**src/rtl/ddr3_axi_arb_pkg.sv**
```systemverilog
// Shared constants and state types for the two-master DDR3 AXI arbiter.
package ddr3_axi_arb_pkg;

    localparam int MID_W_DEF  = 3;
    localparam int ADDR_W_DEF = 30;
    localparam int DATA_W_DEF = 64;

    // Fixed AXI attributes presented to the DDR3 controller.
    localparam logic       AXI_LOCK  = 1'b0;
    localparam logic [3:0] AXI_CACHE = 4'b0011;
    localparam logic [2:0] AXI_PROT  = 3'b000;
    localparam logic [3:0] AXI_QOS   = 4'b0000;

    typedef enum logic [1:0] {
        W_IDLE,
        W_ADDR,
        W_DATA
    } wr_state_e;

    typedef enum logic {
        R_IDLE,
        R_ADDR
    } rd_state_e;

endpackage

```
**src/rtl/axi_rr_arb2.sv**
```systemverilog
// Two-way round-robin arbiter; the pointer flips to the loser after each advanced grant.
module axi_rr_arb2
    import ddr3_axi_arb_pkg::*;
(
    input  logic       clk_i,
    input  logic       rst_ni,
    input  logic [1:0] request,
    input  logic       advance,
    output logic       grant,
    output logic       grant_valid
);

    logic ptr_q, ptr_d;

    // ptr_q == 0 favours request[0]; a lone requester always wins.
    always_comb begin
        grant       = request[1] & (~request[0] | ptr_q);
        grant_valid = |request;
        ptr_d       = ptr_q;
        if (advance && grant_valid) begin
            ptr_d = ~grant;
        end
    end

    always_ff @(posedge clk_i or negedge rst_ni) begin
        if (!rst_ni) begin
            ptr_q <= 1'b0;
        end else begin
            ptr_q <= ptr_d;
        end
    end

endmodule

```
**src/rtl/ddr3_axi_arbiter.sv**
```systemverilog
// Merges two AXI4 masters onto one DDR3 AXI port: one write burst at a time, reads
// forwarded address-only, responses routed back by the ID MSB.
module ddr3_axi_arbiter
    import ddr3_axi_arb_pkg::*;
#(
    parameter int MID_W  = MID_W_DEF,
    parameter int ADDR_W = ADDR_W_DEF,
    parameter int DATA_W = DATA_W_DEF
) (
    input  logic                clk_clk,
    input  logic                reset_reset_n,
    input  logic [MID_W-1:0]    m0_awid,
    input  logic [ADDR_W-1:0]   m0_awaddr,
    input  logic [7:0]          m0_awlen,
    input  logic [2:0]          m0_awsize,
    input  logic [1:0]          m0_awburst,
    input  logic                m0_awvalid,
    output logic                m0_awready,
    input  logic [DATA_W-1:0]   m0_wdata,
    input  logic [DATA_W/8-1:0] m0_wstrb,
    input  logic                m0_wlast,
    input  logic                m0_wvalid,
    output logic                m0_wready,
    output logic [MID_W-1:0]    m0_bid,
    output logic [1:0]          m0_bresp,
    output logic                m0_bvalid,
    input  logic                m0_bready,
    input  logic [MID_W-1:0]    m0_arid,
    input  logic [ADDR_W-1:0]   m0_araddr,
    input  logic [7:0]          m0_arlen,
    input  logic [2:0]          m0_arsize,
    input  logic [1:0]          m0_arburst,
    input  logic                m0_arvalid,
    output logic                m0_arready,
    output logic [MID_W-1:0]    m0_rid,
    output logic [DATA_W-1:0]   m0_rdata,
    output logic [1:0]          m0_rresp,
    output logic                m0_rlast,
    output logic                m0_rvalid,
    input  logic                m0_rready,
    input  logic [MID_W-1:0]    m1_awid,
    input  logic [ADDR_W-1:0]   m1_awaddr,
    input  logic [7:0]          m1_awlen,
    input  logic [2:0]          m1_awsize,
    input  logic [1:0]          m1_awburst,
    input  logic                m1_awvalid,
    output logic                m1_awready,
    input  logic [DATA_W-1:0]   m1_wdata,
    input  logic [DATA_W/8-1:0] m1_wstrb,
    input  logic                m1_wlast,
    input  logic                m1_wvalid,
    output logic                m1_wready,
    output logic [MID_W-1:0]    m1_bid,
    output logic [1:0]          m1_bresp,
    output logic                m1_bvalid,
    input  logic                m1_bready,
    input  logic [MID_W-1:0]    m1_arid,
    input  logic [ADDR_W-1:0]   m1_araddr,
    input  logic [7:0]          m1_arlen,
    input  logic [2:0]          m1_arsize,
    input  logic [1:0]          m1_arburst,
    input  logic                m1_arvalid,
    output logic                m1_arready,
    output logic [MID_W-1:0]    m1_rid,
    output logic [DATA_W-1:0]   m1_rdata,
    output logic [1:0]          m1_rresp,
    output logic                m1_rlast,
    output logic                m1_rvalid,
    input  logic                m1_rready,
    output logic [MID_W:0]      s_awid,
    output logic [ADDR_W-1:0]   s_awaddr,
    output logic [7:0]          s_awlen,
    output logic [2:0]          s_awsize,
    output logic [1:0]          s_awburst,
    output logic                s_awlock,
    output logic [3:0]          s_awcache,
    output logic [2:0]          s_awprot,
    output logic [3:0]          s_awqos,
    output logic                s_awvalid,
    input  logic                s_awready,
    output logic [DATA_W-1:0]   s_wdata,
    output logic [DATA_W/8-1:0] s_wstrb,
    output logic                s_wlast,
    output logic                s_wvalid,
    input  logic                s_wready,
    input  logic [MID_W:0]      s_bid,
    input  logic [1:0]          s_bresp,
    input  logic                s_bvalid,
    output logic                s_bready,
    output logic [MID_W:0]      s_arid,
    output logic [ADDR_W-1:0]   s_araddr,
    output logic [7:0]          s_arlen,
    output logic [2:0]          s_arsize,
    output logic [1:0]          s_arburst,
    output logic                s_arlock,
    output logic [3:0]          s_arcache,
    output logic [2:0]          s_arprot,
    output logic [3:0]          s_arqos,
    output logic                s_arvalid,
    input  logic                s_arready,
    input  logic [MID_W:0]      s_rid,
    input  logic [DATA_W-1:0]   s_rdata,
    input  logic [1:0]          s_rresp,
    input  logic                s_rlast,
    input  logic                s_rvalid,
    output logic                s_rready,
    output logic                err_wlast
);

    wr_state_e           wr_state_q, wr_state_d;
    rd_state_e           rd_state_q, rd_state_d;
    logic                aw_grant, aw_gvalid, aw_take;
    logic                ar_grant, ar_gvalid, ar_take;
    logic                aw_sel_q, aw_sel_d, ar_sel_q, ar_sel_d;
    logic [MID_W-1:0]    aw_id_q, aw_id_d, ar_id_q, ar_id_d;
    logic [ADDR_W-1:0]   aw_addr_q, aw_addr_d, ar_addr_q, ar_addr_d;
    logic [7:0]          aw_len_q, aw_len_d, ar_len_q, ar_len_d;
    logic [2:0]          aw_size_q, aw_size_d, ar_size_q, ar_size_d;
    logic [1:0]          aw_burst_q, aw_burst_d, ar_burst_q, ar_burst_d;
    logic [7:0]          beat_q, beat_d;
    logic                err_q, err_d;
    logic                w_active, mst_wvalid, mst_wlast, w_fire;

    axi_rr_arb2 u_aw_arb (
        .clk_i       (clk_clk),
        .rst_ni      (reset_reset_n),
        .request     ({m1_awvalid, m0_awvalid}),
        .advance     (aw_take),
        .grant       (aw_grant),
        .grant_valid (aw_gvalid)
    );

    axi_rr_arb2 u_ar_arb (
        .clk_i       (clk_clk),
        .rst_ni      (reset_reset_n),
        .request     ({m1_arvalid, m0_arvalid}),
        .advance     (ar_take),
        .grant       (ar_grant),
        .grant_valid (ar_gvalid)
    );

    // Address-channel ready is gated by reset so nothing is accepted while held in reset.
    assign aw_take    = reset_reset_n & (wr_state_q == W_IDLE) & aw_gvalid;
    assign ar_take    = reset_reset_n & (rd_state_q == R_IDLE) & ar_gvalid;
    assign m0_awready = aw_take & ~aw_grant;
    assign m1_awready = aw_take & aw_grant;
    assign m0_arready = ar_take & ~ar_grant;
    assign m1_arready = ar_take & ar_grant;

    assign s_awvalid = (wr_state_q == W_ADDR);
    assign s_awid    = {aw_sel_q, aw_id_q};
    assign s_awaddr  = aw_addr_q;
    assign s_awlen   = aw_len_q;
    assign s_awsize  = aw_size_q;
    assign s_awburst = aw_burst_q;
    assign s_awlock  = AXI_LOCK;
    assign s_awcache = AXI_CACHE;
    assign s_awprot  = AXI_PROT;
    assign s_awqos   = AXI_QOS;
    assign s_arvalid = (rd_state_q == R_ADDR);
    assign s_arid    = {ar_sel_q, ar_id_q};
    assign s_araddr  = ar_addr_q;
    assign s_arlen   = ar_len_q;
    assign s_arsize  = ar_size_q;
    assign s_arburst = ar_burst_q;
    assign s_arlock  = AXI_LOCK;
    assign s_arcache = AXI_CACHE;
    assign s_arprot  = AXI_PROT;
    assign s_arqos   = AXI_QOS;

    // W is only ever connected to the master that owns the current burst.
    assign w_active   = (wr_state_q == W_DATA);
    assign mst_wvalid = aw_sel_q ? m1_wvalid : m0_wvalid;
    assign mst_wlast  = aw_sel_q ? m1_wlast : m0_wlast;
    assign s_wvalid   = w_active & mst_wvalid;
    assign s_wdata    = w_active ? (aw_sel_q ? m1_wdata : m0_wdata) : '0;
    assign s_wstrb    = w_active ? (aw_sel_q ? m1_wstrb : m0_wstrb) : '0;
    assign s_wlast    = w_active & (beat_q == aw_len_q);
    assign m0_wready  = w_active & ~aw_sel_q & s_wready;
    assign m1_wready  = w_active & aw_sel_q & s_wready;
    assign w_fire     = s_wvalid & s_wready;
    assign err_wlast  = err_q;

    assign m0_bid    = s_bid[MID_W-1:0];
    assign m1_bid    = s_bid[MID_W-1:0];
    assign m0_bresp  = s_bresp;
    assign m1_bresp  = s_bresp;
    assign m0_bvalid = reset_reset_n & s_bvalid & ~s_bid[MID_W];
    assign m1_bvalid = reset_reset_n & s_bvalid & s_bid[MID_W];
    assign s_bready  = reset_reset_n & (s_bid[MID_W] ? m1_bready : m0_bready);
    assign m0_rid    = s_rid[MID_W-1:0];
    assign m1_rid    = s_rid[MID_W-1:0];
    assign m0_rdata  = s_rdata;
    assign m1_rdata  = s_rdata;
    assign m0_rresp  = s_rresp;
    assign m1_rresp  = s_rresp;
    assign m0_rlast  = s_rlast;
    assign m1_rlast  = s_rlast;
    assign m0_rvalid = reset_reset_n & s_rvalid & ~s_rid[MID_W];
    assign m1_rvalid = reset_reset_n & s_rvalid & s_rid[MID_W];
    assign s_rready  = reset_reset_n & (s_rid[MID_W] ? m1_rready : m0_rready);

    always_comb begin
        wr_state_d = wr_state_q;
        aw_sel_d   = aw_sel_q;
        aw_id_d    = aw_id_q;
        aw_addr_d  = aw_addr_q;
        aw_len_d   = aw_len_q;
        aw_size_d  = aw_size_q;
        aw_burst_d = aw_burst_q;
        beat_d     = beat_q;
        err_d      = err_q;
        case (wr_state_q)
            W_IDLE: if (aw_take) begin
                aw_sel_d   = aw_grant;
                aw_id_d    = aw_grant ? m1_awid : m0_awid;
                aw_addr_d  = aw_grant ? m1_awaddr : m0_awaddr;
                aw_len_d   = aw_grant ? m1_awlen : m0_awlen;
                aw_size_d  = aw_grant ? m1_awsize : m0_awsize;
                aw_burst_d = aw_grant ? m1_awburst : m0_awburst;
                wr_state_d = W_ADDR;
            end
            W_ADDR: if (s_awready) wr_state_d = W_DATA;
            W_DATA: if (w_fire) begin
                // The burst length comes from awlen; a disagreeing wlast is only flagged.
                if (mst_wlast != s_wlast) err_d = 1'b1;
                if (s_wlast) begin
                    beat_d     = 8'd0;
                    wr_state_d = W_IDLE;
                end else begin
                    beat_d = beat_q + 8'd1;
                end
            end
            default: wr_state_d = W_IDLE;
        endcase
    end

    always_comb begin
        rd_state_d = rd_state_q;
        ar_sel_d   = ar_sel_q;
        ar_id_d    = ar_id_q;
        ar_addr_d  = ar_addr_q;
        ar_len_d   = ar_len_q;
        ar_size_d  = ar_size_q;
        ar_burst_d = ar_burst_q;
        case (rd_state_q)
            R_IDLE: if (ar_take) begin
                ar_sel_d   = ar_grant;
                ar_id_d    = ar_grant ? m1_arid : m0_arid;
                ar_addr_d  = ar_grant ? m1_araddr : m0_araddr;
                ar_len_d   = ar_grant ? m1_arlen : m0_arlen;
                ar_size_d  = ar_grant ? m1_arsize : m0_arsize;
                ar_burst_d = ar_grant ? m1_arburst : m0_arburst;
                rd_state_d = R_ADDR;
            end
            R_ADDR: if (s_arready) rd_state_d = R_IDLE;
            default: rd_state_d = R_IDLE;
        endcase
    end

    always_ff @(posedge clk_clk or negedge reset_reset_n) begin
        if (!reset_reset_n) begin
            wr_state_q <= W_IDLE;
            rd_state_q <= R_IDLE;
            aw_sel_q   <= 1'b0;
            aw_id_q    <= '0;
            aw_addr_q  <= '0;
            aw_len_q   <= '0;
            aw_size_q  <= '0;
            aw_burst_q <= '0;
            ar_sel_q   <= 1'b0;
            ar_id_q    <= '0;
            ar_addr_q  <= '0;
            ar_len_q   <= '0;
            ar_size_q  <= '0;
            ar_burst_q <= '0;
            beat_q     <= '0;
            err_q      <= 1'b0;
        end else begin
            wr_state_q <= wr_state_d;
            rd_state_q <= rd_state_d;
            aw_sel_q   <= aw_sel_d;
            aw_id_q    <= aw_id_d;
            aw_addr_q  <= aw_addr_d;
            aw_len_q   <= aw_len_d;
            aw_size_q  <= aw_size_d;
            aw_burst_q <= aw_burst_d;
            ar_sel_q   <= ar_sel_d;
            ar_id_q    <= ar_id_d;
            ar_addr_q  <= ar_addr_d;
            ar_len_q   <= ar_len_d;
            ar_size_q  <= ar_size_d;
            ar_burst_q <= ar_burst_d;
            beat_q     <= beat_d;
            err_q      <= err_d;
        end
    end

endmodule

```
**config.mk**
```make
export PLATFORM = sky130hd
export DESIGN_NAME = ddr3_axi_arbiter
export DESIGN_NICKNAME = d
export VERILOG_FILES = /design/src/rtl/ddr3_axi_arb_pkg.sv /design/src/rtl/axi_rr_arb2.sv /design/src/rtl/ddr3_axi_arbiter.sv
export SDC_FILE = /design/constraint.sdc
export NUM_CORES = 1
export LEC_CHECK = 0
export CAP_MARGIN = 20
export CORE_AREA = 2 2 304 306
export CTS_CLUSTER_SIZE = 12
export DETAILED_ROUTE_END_ITERATION = 12
export DIE_AREA = 0 0 306 308
export DONT_BUFFER_PORTS = 1
export PLACE_DENSITY_LB_ADDON = 0.2
export SKIP_CTS_REPAIR_TIMING = 1
export SLEW_MARGIN = 10
export SYNTH_ARGS = -nofsm -noshare
export SYNTH_HDL_FRONTEND = slang
export SYNTH_SLANG_ARGS = --single-unit
```
**constraint.sdc**
```tcl
create_clock -name clk_clk -period 3.13 [get_ports clk_clk]
set_clock_uncertainty 0.2 [all_clocks]
set_input_delay 0.939 -clock clk_clk [delete_from_list [all_inputs] [get_ports clk_clk]]
set_output_delay 0.939 -clock clk_clk [all_outputs]
set_load 0.02 [all_outputs]
```
==> results of run 1 <==
## critical path, stage by stage, from the launching register on
cell and delay (ns):
dfrtp_4 0.45, buf_12 0.28, mux2i_1 0.46, nor2_1 0.10, buf_4 0.18
## state kept, by name, summed over array words and instances, names as in the netlist, 2 cells and up
register,count
s_awburst,2
beat_q,8
s_araddr,30
aw_id_q,3
s_awlen,8
s_arsize,3
s_arlen,8
wr_state_q,2
s_arburst,2
ar_id_q,3
s_awaddr,30
s_awsize,3
## synth_stat cells, types with 2 or more instances
| master | n | area, um2 |
|---|---|---|
| buf_2 | 23 | 115 |
| o311ai_0 | 4 | 35.0 |
| nand3_1 | 2 | 10.0 |
| inv_1 | 5 | 18.8 |
| buf_4 | 178 | 1340 |
| a22o_1 | 92 | 806 |
| nor2b_1 | 2 | 12.5 |
| xnor2_1 | 8 | 70.1 |
| o211ai_1 | 3 | 22.5 |
| and3_1 | 3 | 18.8 |
| nand2b_1 | 4 | 25.0 |
| mux2i_1 | 76 | 761 |
| nand2_1 | 14 | 52.6 |
| o21ai_0 | 9 | 45.0 |
| clkbuf_1 | 18 | 67.6 |
| nor2_1 | 82 | 308 |
| dfrtp_1 | 108 | 2700 |
| a21o_1 | 96 | 721 |
| nor3_1 | 3 | 15.0 |
| or2_2 | 2 | 12.5 |
| buf_1 | 4 | 15.0 |
| conb_1 | 2 | 7.51 |
| nand4_1 | 3 | 18.8 |
## per-stage QoR
step / util / instances
detailed placement: 0.0892 / 1826
finish: 0.0932 / 1849
floorplan: - / 779
global placement: 0.0892 / 1826
CTS: 0.0924 / 1842
global route: 0.0932 / 1848
## kinds of logic after synthesis
group | after synthesis | share of synthesized area
other cells | 2 | 0.00102
xor+xnor | 8 | 0.00955
simple gates | 119 | 0.0692
compound gates | 212 | 0.231
mux | 77 | 0.105
buf+inv | 230 | 0.214
flops | 108 | 0.368
fa+ha+maj | 1 | 0.00170
## layout make-up
class | count | area [um2]
diodes | 5 | 12.5
clock buffers | 10 | 229
clock inverters | 6 | 68.8
fillers | 10500 | 82500
inverters | 5 | 18.8
multi-input cells | 441 | 3230
flip-flops and latches | 108 | 2710
well taps | 1186 | 1480
repair buffers | 88 | 733
## power breakdown
group,internal (mW),switching [mW]
Clock,0.631,0.647
Combinational,1.46,1.86
Sequential,1.89,1.12
## worst paths after layout
check,end,slack [ns],cells after the start
min in group clk_clk,u_aw_arb.ptr_q$_DFFE_PN0P_,0.28,1
min reg2reg,u_aw_arb.ptr_q$_DFFE_PN0P_,0.28,1
max,s_wdata[11],0.02,4
min,s_araddr[5]$_DFFE_PN0P_,0.04,0
max reg2reg,s_araddr[14]$_DFFE_PN0P_,0.74,5
max in group asynchronous,s_araddr[24]$_DFFE_PN0P_,1.81,1
## layer usage
metal	up-vias	track usage	wire length, um
met5	-	0	98
li1	2251	-	-
met1	2572	0.0839	14600
met4	14	0.0494	2290
met2	526	0.172	24500
met3	102	0.0485	5810
## placed cells by master, fill, tap and decap left out, types with 3 or more instances in the layout
cell | synthesis | layout
dfrtp_1 | 108 | 107
buf_4 | 178 | 82
o21ai_0 | 9 | 9
nor2_1 | 82 | 81
o211ai_1 | 3 | 3
a22o_1 | 92 | 92
clkbuf_16 | 0 | 9
nand4_1 | 3 | 3
conb_1 | 2 | 24
mux2i_2 | 0 | 6
a21o_1 | 96 | 96
diode_2 | 0 | 5
nand2_1 | 14 | 14
o311ai_0 | 4 | 4
mux2i_1 | 76 | 70
inv_6 | 0 | 3
buf_12 | 0 | 4
xnor2_1 | 8 | 8
nand2b_1 | 4 | 3
nor3_1 | 3 | 3
inv_1 | 5 | 5
==> run summary, run 1 <==
The via count of the first global-routing pass is 5836. The total number of placement rows was 111. After detailed routing, the number of remaining DRC violations is 0. For this design the static power due to leakage is 3.83 nW. The layout cell share with drive strength beyond 1 is 0.182, and the fraction of registers with async set or reset after synthesis is 1.00.

Final total power: 7.61 mW. The die covers 94200 um2. The run gives 781 as the number of placed I/O pins. Setup repair after global routing could not meet its margin everywhere.

After clock tree synthesis, the clock-pin slew on the worst setup and hold paths is 0.09 ns. Static timing analysis puts the maximum clock frequency at 0.322 GHz. The tree is rooted in a clkbuf_16. For the post-layout net count, the log shows 1078. The global-route usage over all layers is 0.0940. The tools report the clock sink count as 108. Yosys mapped a number of flops with a built-in enable equal to 0. The tools report the combined area of all synthesized cells as 7340 um2. The startpoint kind of the worst setup timing path was a register. In the final routed layout, each cell accounts on average for 25.6 um. The run gives 0 as the final max-slew violation count. No sink is reached through more buffers than the 2 on the longest clock path. The tool flagged a number of max-cap violations equal to 0. TritonCTS built the clock tree. After technology mapping, the gate count stands at 757.

The clock latency on the worst-skew pair came out at 0.39 ns. Data on the critical path is required at its endpoint by 1.99 ns. In this run the worst path has a maximum fanout of 49. Setup violations remaining at the end of the flow were counted as 0.

The placed cell area is 8110 um2, and the area growth from synthesis to layout is 15.5%. The data arrival time at the worst-slack endpoint was 1.97 ns. The reg-to-reg critical path startpoint was s_arvalid$_DFF_PN0_. Hold timing on the final database bottoms out at a slack of 0.0431 ns.

The count of buffers added on input and output ports is 0. Part of the cycle the worst path needs: 0.992. Summing all non-filler instances in the final layout gives an area of 8480 um2. The type of element capturing the critical path was an output pin.

For this run, the detailed router's first-pass iteration total came to 4. Number of H-tree branching levels: 3. The logs give 17 for the initial antenna violation count and 0.316 mV for the worst ir drop on vdd. Path type of the worst setup path: reg -> out. The horizontal die dimension was 306 um. The start point of the critical path is aw_sel_q$_DFFE_PN0P_. The routed wire length was 47300 um; the setup total negative slack was 0 ns.

Global routing finished with a remaining overflow of 0. Dividing total power by cell area gives a power density of 897 nW/um2. The largest net degree at the start of global routing was 117; the worst setup slack before clock tree synthesis was 0.276 ns. The sequential cell area fraction in the yosys report was 0.368; the distinct cell type count of the synthesized netlist was 39. The HPWL reported at the end of detailed placement is 39600 um, and the number of vias per cell after detailed routing is 2.96. The initial core utilization is 0.0807.

In the synthesized netlist the dominant register cell turns out to be dfrtp_1. The run finished with clean final reports. For the pin with the worst max-slew slack, the measured transition is 0.757 ns.

In this run the worst hold path is classified as in -> async. In this run the standard cell core region covers 91000 um2. The die outline height was 308 um; the average instance area after synthesis was 9.70 um2.

The remaining max-slew budget at the tightest pin came out at 0.496. The run gives 0 as the number of hold violations in the final report. The first global-routing pass estimated 58400 um of wire. After layout, the minimum clock period comes to 3.11 ns. After synthesis the netlist holds a flip-flop and latch count of 108. The detail route stage leaves a number of antenna-violating nets equal to 0. The first routing iteration left 190 violations. The congestion estimate from routability-driven global placement came to 0.777. TritonCTS created 9 clock buffers. The final worst-path setup slack was 0.0248 ns. During synthesis, Yosys emitted a total of 0 warnings. Summing over every cut layer, the via total after detailed routing is 5465.
No activity file was read; power rests on OpenSTA's default activity.
==> run 2: changes to the inputs <==
--- a/config.mk
+++ b/config.mk
@@ -11,6 +11,7 @@
 export DETAILED_ROUTE_END_ITERATION = 12
 export DIE_AREA = 0 0 306 308
 export DONT_BUFFER_PORTS = 1
+export GPL_TIMING_DRIVEN = 0
 export PLACE_DENSITY_LB_ADDON = 0.2
 export SKIP_CTS_REPAIR_TIMING = 1
 export SLEW_MARGIN = 10
==> run summary, run 2 (synthesis gave the netlist of run 1 again) <==
The maximum fanout along the worst path was 92; the die outline height was 308 um. The part of the cycle the worst path needs came out at 0.987. The number of vias per cell after detailed routing came out at 3.05.

The logs give 0 for the number of hold violations in the final report and 0.404 for the remaining max-slew budget at the tightest pin. The flow ran to the end, and the final reports show no timing, DRC or antenna violations. The total number of placement rows came out at 111.

Detailed routing inserted a total of 6108 vias. The detail route stage leaves a number of antenna-violating nets equal to 0. The via count of the first global-routing pass is 6300. In this run the deepest clock path goes through 2 buffers. After the flow finishes, the layout carries non-filler instances totaling 2003. Measured in cells, the most critical reg-to-reg path has a length of 5.

The tool flagged a number of max-cap violations equal to 0. The number of placed I/O pins came out at 781. The met1 routing resource usage after global routing was 0.0994; the power density of the placed cells was 844 nW/um2.

TritonCTS built the clock tree. The layout cell share with drive strength beyond 1 came out at 0.450. CTS placed an instance of clkbuf_16 at the clock tree root. The logs give 64300 um for the first-pass GRT wire length and 0 for the final max-slew violation count. The worst-case IR drop observed on VDD is 0.262 mV.

Final routed DRC violation total: 0. In this run the tool buffered the top-level ports with 0 buffer cells. The detailed router's first-iteration violation count was 173; the largest net degree at the start of global routing was 117. STA puts the critical path data arrival time at 1.95 ns. In this run the static leakage power is 4.48 nW. The worst path needs 3.09 ns of the cycle, external delays included. The reg-to-reg critical path startpoint was wr_state_q[0]$_DFFE_PN0P_.

The total iterations of the first detailed-routing run is 4. The routed wirelength normalized by instance count came out at 26.3 um. The type of element capturing the critical path was an output pin. Clock-pin slew was measured on the worst setup and hold paths at 0.08 ns.

The run gives 0.112 as the core utilization of the finished layout. The slew at the pin closest to its max-slew limit is 0.894 ns. The area growth from synthesis to layout came out at 38.7%.

The run gives 3 as the number of H-tree branching levels. For the number of cells in the design after placement, the log shows 1965. The logs give 45600 um for the HPWL reported at the end of detailed placement and 0.0807 for the initial core utilization. The global-route usage over all layers came out at 0.105.

Worst min-delay path class: in -> async. Initial antenna violation count: 17. In this run, CTS created clock tree buffers numbering 9. For the worst-skew pair, the clock arrives at the later sink with an insertion delay of 0.39 ns. Startpoint kind of the worst setup timing path: an input pin. The post-layout net count was 1223. The horizontal die dimension came out at 306 um.

The die covers 94200 um2. Adding up every negative setup slack in the final design gives 0 ns. Setup repair after global routing could not meet its margin everywhere. The routing usage on met2 is 0.203.

The fraction of met3 tracks used by global routing was 0.0394; the upper clock frequency limit was 0.324 GHz. The tools report the total setup violations reported at the end of the flow as 0. The tools report the start point of the critical path as reset_reset_n. For the data required time at the worst endpoint, the log shows 1.99 ns.

The path type of the worst setup path was in -> out. Summed over all layers, the routed wires come to 52800 um. The most common cell after layout, fill and taps aside was buf_4.

The final estimated routing congestion in global placement was 0.867. The busiest layer in global routing was met2. Summed over all layers, the global routing overflow is 0. For the standard cell core area, the log shows 91000 um2.

For this design, the sink count on the clock tree is 108. The library cells used most frequently in the layout, excluding fill and tap cells, are 188 x buf_4, 107 x dfrtp_1, 96 x a21o_1, 92 x a22o_1, 44 x nor2_2.
-- run 2: cell count changes in the layout (fill, tap and decap cells not counted), sizes merged --
cell,change
inv,-1
clkinvlp,-1
diode,+9
buf,+124
dlygate4sd3,-1
clkinv,+1
bufinv,+1
clkbuf,+22
-- run 2: path summary, 6_finish.rpt --
| path | slack [ns] | to |
|---|---|---|
| worst max-delay path | 0.04 | m1_awready |
| worst min-delay path | 0.04 | s_awaddr[7]$_DFFE_PN0P_ |
| worst max register to register | 0.46 | wr_state_q[1]$_DFFE_PN0P_ |
| worst min register to register | 0.28 | u_aw_arb.ptr_q$_DFFE_PN0P_ |
| max in group asynchronous | 2.34 | s_araddr[25]$_DFFE_PN0P_ |
| min in group clk_clk | 0.28 | u_aw_arb.ptr_q$_DFFE_PN0P_ |
-- run 2: per-layer routing --
| metal | share of wire | up-vias |
|---|---|---|
| met2 | 0.54 | 504 |
| met3 | 0.098 | 66 |
| li1 | - | 2558 |
| met1 | 0.32 | 2966 |
| met5 | 0.0019 | - |
| met4 | 0.034 | 14 |
-- run 2: power breakdown --
group / internal, mW / leakage, nW / switching, mW
combinational: 1.76 / 3.01 / 2.39
clock: 0.735 / 0.165 / 0.663
sequential: 1.89 / 1.31 / 1.15
total: 4.38 / 4.48 / 4.21
-- run 2: area by class of cell --
cell class                 instances  area (um2)
fill                           10400       80800
buffer                           225        1650
antenna                           14        35.0
multi-input combinational        441        3880
clock inverter                     6        93.8
sequential                       108        2700
tap                             1186        1480
inverter                           5        18.8
clock buffer                      10         239
timing repair buffer               8        72.6
-- run 2: per-stage QoR --
step	hold slack (ns)	instance area (um2)	power, mW	setup slack, ns
2_1_floorplan	0.241	7420	5.32	0.381
3_3_place_gp	0.261	8910	6.61	-0.658
3_5_place_dp	0.262	8910	6.61	-0.678
4_1_cts	-0.0143	9240	8.11	-1.16
5_1_grt	0.00142	10200	9.14	-0.0266
6_report	0.0419	10200	8.59	0.0404
-- run 2: critical path: stages --
cell,delay (ns)
nor3b_4,0.35
and3_1,0.28
clkbuf_4,0.29
==> run 3: changes to the inputs <==
--- a/config.mk
+++ b/config.mk
@@ -6,14 +6,12 @@
 export NUM_CORES = 1
 export LEC_CHECK = 0
 export CAP_MARGIN = 20
-export CORE_AREA = 2 2 304 306
+export CORE_AREA = 2 2 307 309
 export CTS_CLUSTER_SIZE = 12
 export DETAILED_ROUTE_END_ITERATION = 12
-export DIE_AREA = 0 0 306 308
-export DONT_BUFFER_PORTS = 1
+export DIE_AREA = 0 0 309 311
 export GPL_TIMING_DRIVEN = 0
 export PLACE_DENSITY_LB_ADDON = 0.2
-export SKIP_CTS_REPAIR_TIMING = 1
 export SLEW_MARGIN = 10
 export SYNTH_ARGS = -nofsm -noshare
 export SYNTH_HDL_FRONTEND = slang
==> run summary, run 3 (synthesis gave the netlist of run 1 again) <==
The run finished with clean final reports. The tools report the clock share of power as 0.117. The largest single stage delay on the critical path is 0.40 ns. The data required time at the worst endpoint is 1.99 ns, and the initial antenna violation count is 24. Total iterations of the first detailed-routing run: 4.

For this run, design rule violations remaining after detail routing come to 0. The HPWL reported at the end of detailed placement was 51800 um. The number of vias per cell after detailed routing came out at 3.12. Startpoint kind of the worst setup timing path: a register.

The clock tree synthesis step divided the H-tree into 3 levels. Hold repair after CTS inserted 0 buffers. Routed wirelength normalized by instance count: 22.2 um. Clock-pin slew was measured on the worst setup and hold paths at 0.10 ns. The logs give 0.674 for the combinational share of power and 80300 um for the first-pass GRT wire length.

Switching part of the total power: 0.430. The die covers 96100 um2. In this run the worst path has a maximum fanout of 6. The tools report the total number of placement rows as 112. After global routing the overflow that remains totals 0. The logs give 0 for the number of hold violations in the final report and 0.476 for the remaining max-slew budget at the tightest pin.

Standby leakage power: 7.62 nW. The number of cells in the design after placement was 2715; the clock latency on the worst-skew pair was 0.40 ns. The busiest layer in global routing was met2. The detailed router placed 8683 vias in this run.

Internal power comes to 6.23 mW. Slew at the pin closest to its max-slew limit: 0.786 ns. The run gives 0.208 as the register share of total power. In the layout the commonest cells are 579 x clkdlybuf4s50_1, 226 x buf_4, 108 x dfrtp_1, 96 x a21o_1, 92 x a22o_1. Grouping stages by cell kind, the critical path spends the most delay in buffers and inverters. The via count of the first global-routing pass was 9343. The final antenna-violating net count was 0; the number of placed I/O pins was 781.

Setup violations remaining at the end of the flow were counted as 0. For this design the ratio of total power to cell area is 627 nW/um2. The clock sink count is 108, and the standard cell core area is 92800 um2. The tools report the number of buffers on the longest clock path as 2.

The upper clock frequency limit is 0.321 GHz. For the final max-slew violation count, the log shows 0. For this run, the number of standard cells in the final layout without fillers is 2786. The part of the cycle the worst path needs is 0.997. The tree is rooted in a clkbuf_16. The layout cell share with drive strength beyond 1 is 0.284, and the final estimated routing congestion in global placement is 0.794. The area growth from synthesis to layout came out at 137%. For the finished layout, the period the worst path requires is 3.12 ns. For this design the total switching power over the nets is 4.69 mW. For the met1 routing resource usage after global routing, the log shows 0.117. The tools report the global-route usage over all layers as 0.123.

Setup repair after global routing could not meet its margin everywhere. The die outline height is 311 um. Traced cell by cell, the critical path runs through buf_12 > buf_16 > buf_12 > clkbuf_16 > mux2i_2 > nor2_1 > buf_2.

TritonCTS built the clock tree. The worst register-to-register path has a setup slack of 0.62 ns. The library cell used most frequently in the layout, excluding fill and tap cells, is clkdlybuf4s50_1. Entering global routing, the biggest net connects 38 pins.

The tightest hold path in the finished design has a slack of 0.256 ns. Among the stages of the critical path, the cell type that occurs most often is buf_12. The initial core utilization is 0.0791. Max-cap violation count: 0. The number of buffer and inverter instances along the worst setup path came out at 5. The final layout contains routed wiring with a total length of 61800 um.

Data arrives at the worst endpoint at 1.98 ns. The first routing iteration left 184 violations. The number of CTS-inserted buffers was 9. The worst setup path is captured at an output pin.

The worst min-delay path class was in -> async. The routing usage on met2 was 0.228; the fraction of met3 tracks used by global routing was 0.0556. The critical path is of the reg -> out type. The highest-delay cell along the critical path was dfrtp_1. The worst-case IR drop observed on VDD is 0.302 mV. Horizontal die dimension: 309 um. The final layout contains 1939 nets.

The number of port buffers is 681.
-- run 3: changes by cell type in the layout (fill, tap and decap cells not counted), sizes merged, moves of 3 or more --
cell	before	now
bufbuf	0	4
dlygate4sd2	0	17
buf	211	307
dlymetal6s2s	0	3
clkdlybuf4s15	0	14
clkdlybuf4s50	0	579
inv	7	11
-- run 3: final timing paths --
path	startpoint	endpoint	cells past startpoint
max	aw_sel_q$_DFFE_PN0P_	s_wdata[24]	7
min	reset_reset_n	s_arlen[7]$_DFFE_PN0P_	1
max reg2reg	aw_sel_q$_DFFE_PN0P_	wr_state_q[1]$_DFFE_PN0P_	8
min reg2reg	ar_sel_q$_DFFE_PN0P_	ar_sel_q$_DFFE_PN0P_	1
max in group asynchronous	reset_reset_n	s_araddr[5]$_DFFE_PN0P_	3
min in group clk_clk	ar_sel_q$_DFFE_PN0P_	ar_sel_q$_DFFE_PN0P_	1
-- run 3: repair_timing --
action                     4_1_cts  5_1_grt
resized for setup              509      114
cloned                           5        1
pin swaps                        2        4
buffers inserted                28       10
setup endpoints to repair      135       78
-- run 3: area by class of cell --
| class | instances | area (um2) |
|---|---|---|
| Sequential cell | 108 | 2700 |
| Buffer | 224 | 1760 |
| Fill cell | 10300 | 75300 |
| Inverter | 5 | 18.8 |
| Tap cell | 1254 | 1570 |
| Multi-Input combinational cell | 441 | 3810 |
| Clock inverter | 7 | 65.1 |
| Antenna cell | 13 | 32.5 |
| Timing Repair Buffer | 725 | 7250 |
| Clock buffer | 9 | 225 |
-- run 3: power groups by stage --
stage	sequential (mW)	clock, mW	combinational (mW)
floorplan	2.77	0	2.55
global placement	2.29	0	6.43
detailed placement	2.29	0	6.43
CTS	2.29	1.40	7.31
global route	2.35	1.42	7.83
finish	2.27	1.28	7.37
-- run 3: routing by layer --
metal | part of all wire | routed length, um
met5 | 0.0028 | 175
met4 | 0.032 | 1950
met3 | 0.11 | 6730
met2 | 0.52 | 32400
met1 | 0.33 | 20500
-- run 3: stage by stage --
stage | setup slack, ns | cell area, um2 | TNS (ns) | power [mW] | util
2_1_floorplan | 0.381 | 7420 | 0 | 5.32 | -
3_3_place_gp | -6.94 | 15800 | -1154.65 | 8.72 | 0.170
3_5_place_dp | -2.08 | 15800 | -108.53 | 8.72 | 0.171
4_1_cts | -0.155 | 17200 | -2.36 | 11.0 | 0.186
5_1_grt | -0.104 | 17400 | -0.946 | 11.6 | 0.188
6_report | 0.00998 | 17400 | 0 | 10.9 | 0.188
